--- src/rtl/uart_ascii_tx.sv ---
// Purpose : 8N1 UART transmitter for ASCII characters (echo / status text).
// Latency : start bit is driven on the accept edge; frame is 10*CLKS_PER_BIT
//           cycles, or 11*CLKS_PER_BIT with the parity bit.
// Backpr. : no queue. data_valid is only accepted while idle (tx_busy=0), and
//           requests made during a frame are dropped.
// Optional: define UART_TX_PARITY_EN to insert an even-parity bit between the
//           data bits and the stop bit.
// Ports   : clk, rst (async, active-high), ascii_data[7:0], data_valid,
//           tx (idle high), tx_busy, tx_done (one-cycle pulse at frame end).
module uart_ascii_tx #(
  parameter int CLKS_PER_BIT = 10417
) (
  input  logic       clk,
  input  logic       rst,
  input  logic [7:0] ascii_data,
  input  logic       data_valid,
  output logic       tx,
  output logic       tx_busy,
  output logic       tx_done
);

  localparam int BAUD_W = (CLKS_PER_BIT > 2) ? $clog2(CLKS_PER_BIT) : 1;
  localparam logic [BAUD_W-1:0] BAUD_LAST = BAUD_W'(CLKS_PER_BIT - 1);

`ifdef UART_TX_PARITY_EN
  typedef enum logic [2:0] {IDLE, START, DATA, PARITY, STOP} state_t;
`else
  typedef enum logic [1:0] {IDLE, START, DATA, STOP} state_t;
`endif

  state_t            state;
  logic [BAUD_W-1:0] baud_cnt;
  logic [2:0]        bit_idx;
  logic [7:0]        shift_reg;
`ifdef UART_TX_PARITY_EN
  logic              parity_bit;
`endif

  logic bit_end;
  assign bit_end = (baud_cnt == BAUD_LAST);

  always_ff @(posedge clk or posedge rst) begin
    if (rst) begin
      state     <= IDLE;
      baud_cnt  <= '0;
      bit_idx   <= '0;
      shift_reg <= '0;
      tx        <= 1'b1;
      tx_busy   <= 1'b0;
      tx_done   <= 1'b0;
`ifdef UART_TX_PARITY_EN
      parity_bit <= 1'b0;
`endif
    end else begin
      tx_done <= 1'b0;
      case (state)
        IDLE: begin
          if (data_valid) begin
            // Start bit goes out on the accept edge itself.
            shift_reg <= ascii_data;
`ifdef UART_TX_PARITY_EN
            parity_bit <= ^ascii_data;
`endif
            baud_cnt  <= '0;
            bit_idx   <= '0;
            tx        <= 1'b0;
            tx_busy   <= 1'b1;
            state     <= START;
          end
        end

        START: begin
          if (bit_end) begin
            baud_cnt  <= '0;
            tx        <= shift_reg[0];
            shift_reg <= {1'b0, shift_reg[7:1]};
            state     <= DATA;
          end else begin
            baud_cnt <= baud_cnt + BAUD_W'(1);
          end
        end

        DATA: begin
          if (bit_end) begin
            baud_cnt <= '0;
            if (bit_idx == 3'd7) begin
              bit_idx <= '0;
`ifdef UART_TX_PARITY_EN
              tx    <= parity_bit;
              state <= PARITY;
`else
              tx    <= 1'b1;
              state <= STOP;
`endif
            end else begin
              // LSB-first: the next bit is always at the bottom of the shifter.
              bit_idx   <= bit_idx + 3'd1;
              tx        <= shift_reg[0];
              shift_reg <= {1'b0, shift_reg[7:1]};
            end
          end else begin
            baud_cnt <= baud_cnt + BAUD_W'(1);
          end
        end

`ifdef UART_TX_PARITY_EN
        PARITY: begin
          if (bit_end) begin
            baud_cnt <= '0;
            tx       <= 1'b1;
            state    <= STOP;
          end else begin
            baud_cnt <= baud_cnt + BAUD_W'(1);
          end
        end
`endif

        STOP: begin
          if (bit_end) begin
            baud_cnt <= '0;
            tx_busy  <= 1'b0;
            tx_done  <= 1'b1;
            state    <= IDLE;
          end else begin
            baud_cnt <= baud_cnt + BAUD_W'(1);
          end
        end

        default: begin
          state <= IDLE;
          tx    <= 1'b1;
        end
      endcase
    end
  end

endmodule
--- config.mk ---
export PLATFORM = sky130hd
export DESIGN_NAME = uart_ascii_tx
export DESIGN_NICKNAME = d
export VERILOG_FILES = /design/src/rtl/uart_ascii_tx.sv
export SDC_FILE = /design/constraint.sdc
export NUM_CORES = 1
export LEC_CHECK = 0
export CAP_MARGIN = 20
export CORE_MARGIN = 8
export CORE_UTILIZATION = 40
export DETAILED_ROUTE_END_ITERATION = 10
export GPL_ROUTABILITY_DRIVEN = 0
export PLACE_DENSITY = 0.7
export SLEW_MARGIN = 20
export SYNTH_ARGS = -nofsm -noshare
export SYNTH_HDL_FRONTEND = slang
export SYNTH_SLANG_ARGS = --single-unit
--- constraint.sdc ---
create_clock -name clk -period 3.2 [get_ports clk]
set_input_delay 0.48 -clock clk [delete_from_list [all_inputs] [get_ports clk]]
set_output_delay 0.48 -clock clk [all_outputs]
set_load 0.05 [all_outputs]
==> results of run 1 <==
[cell type report]
class,instances,share of cell area
multi-input cells,121,0.4694
flip-flops and latches,30,0.3683
repair buffers,15,0.07108
clock buffers,7,0.04228
well taps,52,0.03186
inverters,8,0.01471
clock inverters,1,0.002451
[final timing paths]
| check | startpoint | to | slack [ps] | depth (start not counted) |
|---|---|---|---|---|
| setup reg to reg | baud_cnt[0] | shift_reg[6] | 890 | 6 |
| hold reg to reg | tx | tx | 490 | 1 |
| setup / recovery | baud_cnt[0] | shift_reg[6] | 890 | 6 |
| min in group asynchronous | rst | shift_reg[0] | 570 | 3 |
| hold / removal | tx | tx | 490 | 1 |
| max in group asynchronous | rst | tx | 2320 | 3 |
[cells in the mapped netlist (all sizes together), types with 3 or more instances]
library cell and count:
nor2 14, o21a 3, mux2 16, xor2 4
inv 8, ha 9, clkbuf 3, buf 3
nand2 12, o21ai 6, nand4 8, nor4 3
a21oi 5, xnor2 5, dfrtp 29, or3 4
[cells in the final DEF, fill, tap and decap left out, types with 2 or more instances in the layout]
cell / n
mux2i_1: 2
dfrtp_1: 29
nand2_1: 12
nor2_1: 14
clkbuf_8: 6
and2_1: 2
clkdlybuf4s50_1: 13
nand4b_1: 2
buf_4: 2
o31ai_1: 2
nand3_1: 2
ha_1: 9
nor2b_1: 2
o21a_1: 3
a21oi_1: 5
inv_1: 8
a31oi_1: 2
xnor2_1: 5
xor2_1: 4
nor3_1: 2
nor4_1: 2
nand4_1: 7
o2bb2ai_1: 2
or3_1: 3
or2_2: 2
mux2_2: 15
o21ai_0: 6
[per-stage QoR]
step	util	std cells	hold WS [ps]
5_1_grt	0.4722	234	510.2
2_1_floorplan	-	165	475.0
4_1_cts	0.4722	234	492.8
3_5_place_dp	0.4511	226	485.1
6_report	0.4722	234	493.9
3_3_place_gp	0.4511	226	483.9
[power by group through the flow]
stage	sequential (mW)	clock, mW	combinational [mW]
floorplan	0.386	0	0.00604
finish	0.379	0.312	0.0209
CTS	0.379	0.327	0.0218
global placement	0.386	0	0.0216
global route	0.379	0.345	0.0235
detailed placement	0.386	0	0.0218
[worst max-delay path, cell delays in order, from the launching register on]
cell	delay (ps)
dfrtp_1	400
inv_1	90
ha_1	190
nor3b_1	330
nand4_4	240
a221oi_4	540
mux2_2	390
[cell families after synthesis]
family	count (synthesis)	synth area share
mux	18	0.1130
xor+xnor	9	0.04449
compound gates	25	0.1066
simple gates	60	0.2133
buf+inv	14	0.03460
flops	30	0.4244
fa+ha+maj	9	0.06356
[metal layers]
metal | global-route usage | part of all wire | vias up | wire length, um
li1 | - | - | 625 | -
met1 | 0.1462 | 0.47 | 623 | 1611
met4 | 0.05172 | 0.018 | 0 | 61
met3 | 0.03355 | 0.036 | 6 | 121
met5 | 0 | 0 | - | 0
met2 | 0.1801 | 0.47 | 23 | 1608
==> key figures, run 1 <==
Run status
  • Outcome: finished clean

CTS
  • CTS tree: built
  • Reg clk slew, reported paths: 70 ps
  • Setup Buffers After CTS: 0
  • Number of H-tree levels: 2
  • Clock Latency Late Sink: 280 ps
  • Post-cts hold buffer count: 0
  • Num CTS Buffers: 5
  • Clk sink count: 30
  • Post-cts resize count: 0
  • CTS root buf: clkbuf_8
  • Clock buffer depth: 2

Yosys
  • Synth Net Count: 185
  • Sequential fraction of the synthesis area: 0.4244
  • Count of cell types in the netlist: 45
  • Synth Register Bits: 30
  • Post-synthesis average cell area: 10.74 um2
  • Asr flop ratio synth: 1.000
  • Ys Warns: 0
  • EDFF count, synth: 0
  • Top-area cell type share of the netlist area: 0.4096
  • Post-synth top flop: dfrtp_1
  • Mapped cell area: 1772 um2
  • Synthesized instance count: 165
  • Synth top area cells: dfrtp_1 41%, mux2_2 9.5%, ha_1 6.4%
  • Area leader, netlist: dfrtp_1

Layout
  • Max FFs per register: 14
  • Fill count: 410
  • Fin area: 2042 um2
  • Sequential cell area: 752.0 um2
  • Fin nets: 201
  • Area of the multi-input gates: 958.4 um2
  • Layout cells sized above 1: 0.1868
  • Layout area overhead: 15.25%
  • ANT cells: 0

Placement
  • Hpwl dp: 2445 um
  • # port buffers: 13
  • Cell Area, Placed: 1951 um2
  • DP Worst Slack: 813.9 ps

STA
  • Fin crit period: 2311 ps
  • Fmax: 0.4328 GHz
  • Unrepaired setup endpoints after global routing: false
  • Setup WS post-layout: 889.4 ps
  • Clk_skew: 8.267 ps
  • Period utilization: 0.7221
  • Fin. max-slew vios: 0
  • Actual slew at the worst max-slew pin: 667.6 ps
  • Setup_tns: 0 ps
  • Relative slew slack: 0.5540
  • Endpoints failing hold: 0
  • Final number of setup-violating endpoints: 0

Detailed routing
  • DRT iter0 DRCs: 66
  • Vias: 1277
  • Length of the first detailed-routing pass in iterations: 4
  • WL final: 3403 um
  • DRC Markers: 0
  • Wire per inst: 14.54 um
  • Post-DR vias/cell: 5.457
  • Antenna violation net count after detailed routing: 0

Floorplan
  • Die Footprint: 6815 um2
  • Core box area: 4324 um2
  • Die Ht: 82.55 um
  • Die width: 82.55 um
  • Initial Util: 0.4097
  • Ports: 14
  • Core Rows: 24

Pwr
  • Int Pwr: 0.5643 mW
  • Tot Pwr: 0.7120 mW
  • Sw Share: 0.2074
  • Part of the power in registers: 0.533
  • VDD IR-drop max: 0.1878 mV
  • Clock power frac: 0.438
  • Logic gate share of total power: 0.029
  • Psw: 0.1477 mW
  • LEAKAGE: 0.8827 nW
  • Pwr/cell area: 348.7 nW/um2

Global routing
  • Initial antenna violation count: 0
  • All-Layer GR Usage: 0.1160
  • GRT overflow: 0
  • First-pass GRT wire length: 6099 um
  • Vias in the first global route: 1326
  • Pin count of the biggest net entering global routing: 31

Setup path
  • CP max FO: 8
  • Worst setup EP type: flop
  • Worst EP required: 3370 ps
  • WP data arrival: 2480 ps
  • Critical path launch point type: flop
  • Worst Path Class, Setup: reg -> reg

Flow run
  • Max-Cap Viols: 0

Min path
  • Hold Crit Class: reg -> reg
Power figures use the tool's default switching activity.
==> run 2: changes to the inputs <==
clock period = 2.35 ns   (was 3.2 ns; I/O delays follow)
==> key figures, run 2 (same netlist as run 1, synthesis figures left out) <==
Run status
  • Outcome: finished clean

Setup path
  • Worst Path Class, Setup: reg -> reg
  • Cell Chain, Critical Path: inv_1 > ha_1 > nor3b_1 > nand4_4 > a221oi_4 > buf_12 > mux2_2
  • RR Startpoint: baud_cnt[0]
  • WP data arrival: 2290 ps
  • Worst EP required: 2510 ps
  • Worst path max stage delay: 410 ps
  • CP max FO: 8
  • Critical path launch point type: flop
  • Critical path launch point: baud_cnt[0]
  • Critical path's slowest cell: dfrtp_1
  • Worst setup EP type: flop

CTS
  • Reg clk slew, reported paths: 60 ps
  • Number of H-tree levels: 2
  • Post-cts hold buffer count: 0
  • Clock Latency Late Sink: 280 ps
  • Clock buffer depth: 2
  • CTS tree: built
  • Post-cts resize count: 0
  • Num CTS Buffers: 5
  • CTS root buf: clkbuf_8
  • Clk sink count: 30

Global routing
  • Pin count of the biggest net entering global routing: 31
  • Met1 usage: 0.1491
  • GRT met2 Usage: 0.1723
  • First-pass GRT wire length: 6003 um
  • M3 GR Usage: 0.02597
  • Most Crowded Layer GR: met2
  • Vias in the first global route: 1293
  • Initial antenna violation count: 0
  • GRT overflow: 0
  • All-Layer GR Usage: 0.1126

Layout
  • ANT cells: 0
  • Fin nets: 204
  • Max FFs per register: 14
  • Final Util: 0.4769
  • Leading cell type in the layout, fill and taps excluded: dfrtp_1
  • Most frequent cells in the layout: 29 x dfrtp_1, 15 x mux2_2, 14 x nor2_1
  • Layout cells sized above 1: 0.1902
  • Layout area overhead: 16.38%

Detailed routing
  • Post-DR vias/cell: 5.373
  • DRT iter0 DRCs: 83
  • Length of the first detailed-routing pass in iterations: 4
  • WL final: 3228 um
  • DRC Markers: 0
  • Wire per inst: 13.68 um
  • Vias: 1268
  • Antenna violation net count after detailed routing: 0

STA
  • Setup WS post-layout: 213.3 ps
  • Endpoints failing hold: 0
  • Period utilization: 0.9092
  • Actual slew at the worst max-slew pin: 503.0 ps
  • Clk_skew: 5.155 ps
  • Fin crit period: 2137 ps
  • Fmax: 0.4680 GHz
  • Setup_tns: 0 ps
  • Final number of setup-violating endpoints: 0
  • Fin. max-slew vios: 0
  • Relative slew slack: 0.6636
  • Unrepaired setup endpoints after global routing: false

Placement
  • # port buffers: 13
  • DP Worst Slack: 97.14 ps
  • Hpwl dp: 2333 um

Floorplan
  • Ports: 14
  • Initial Util: 0.4097
  • Die Ht: 82.55 um
  • Die Footprint: 6815 um2
  • Die width: 82.55 um
  • Core Rows: 24
  • Core box area: 4324 um2

Pwr
  • Pwr/cell area: 447.8 nW/um2
  • VDD IR-drop max: 0.2638 mV
  • Tot Pwr: 0.9233 mW
  • LEAKAGE: 0.8919 nW

Min path
  • Hold Crit Class: in -> async

Flow run
  • Max-Cap Viols: 0
-- run 2: cell types whose count changed in the layout (fill, tap and decap cells not counted), sizes merged --
cell    previous run  this run
clkinv             1         0
buf                2         5
-- run 2: path summary, 6_finish.rpt --
| check | depth (start not counted) | to | slack, ps |
|---|---|---|---|
| min | 3 | bit_idx[0] | 450 |
| max | 7 | shift_reg[5] | 210 |
| min reg2reg | 1 | tx | 490 |
| max in group asynchronous | 3 | tx | 1590 |
| min in group clk | 1 | tx | 490 |
| max reg2reg | 7 | shift_reg[5] | 210 |
-- run 2: critical path, delay by kind of cell (launching register included) --
family	cells	cell delay, ps
AND/OR/NAND/NOR	2	550
flip-flops	1	410
multiplexers	1	330
AO/OA/AOI/OAI	1	310
buffers and inverters	2	250
adder cells (fa/ha/maj)	1	160
-- run 2: report_power, final --
| part | leakage [nW] | total (mW) | switching (mW) | internal, mW |
|---|---|---|---|---|
| Sequential | 0.375 | 0.517 | 0 | 0.517 |
| Combinational | 0.479 | 0.0286 | 0.0125 | 0.0161 |
| Clock | 0.0383 | 0.378 | 0.175 | 0.203 |
-- run 2: metrics by stage --
stage          hold WS (ps)  instances  area (um2)
2_1_floorplan         442.6        165        1772
3_3_place_gp          484.8        228        1966
3_5_place_dp          487.0        228        1966
4_1_cts               461.3        235        2042
5_1_grt               485.1        236        2062
6_report              447.9        236        2062
-- run 2: layer usage --
| metal | part of all wire | vias up |
|---|---|---|
| met5 | 0 | - |
| li1 | - | 632 |
| met2 | 0.45 | 16 |
| met1 | 0.50 | 614 |
| met4 | 0.021 | 0 |
| met3 | 0.029 | 6 |
-- run 2: final cells by class --
class                      count  area (um2)
multi-input combinational    121       958.4
sequential                    30       752.0
tap                           52       65.06
inverter                       8       30.03
clock buffer                   7       76.32
timing repair buffer          18       180.2
fill                         426        2262
-- run 2: what timing repair did --
action                                 CTS  global route
buffers inserted                         0             1
endpoints found under the hold margin    0             0
setup endpoints to repair                0             8
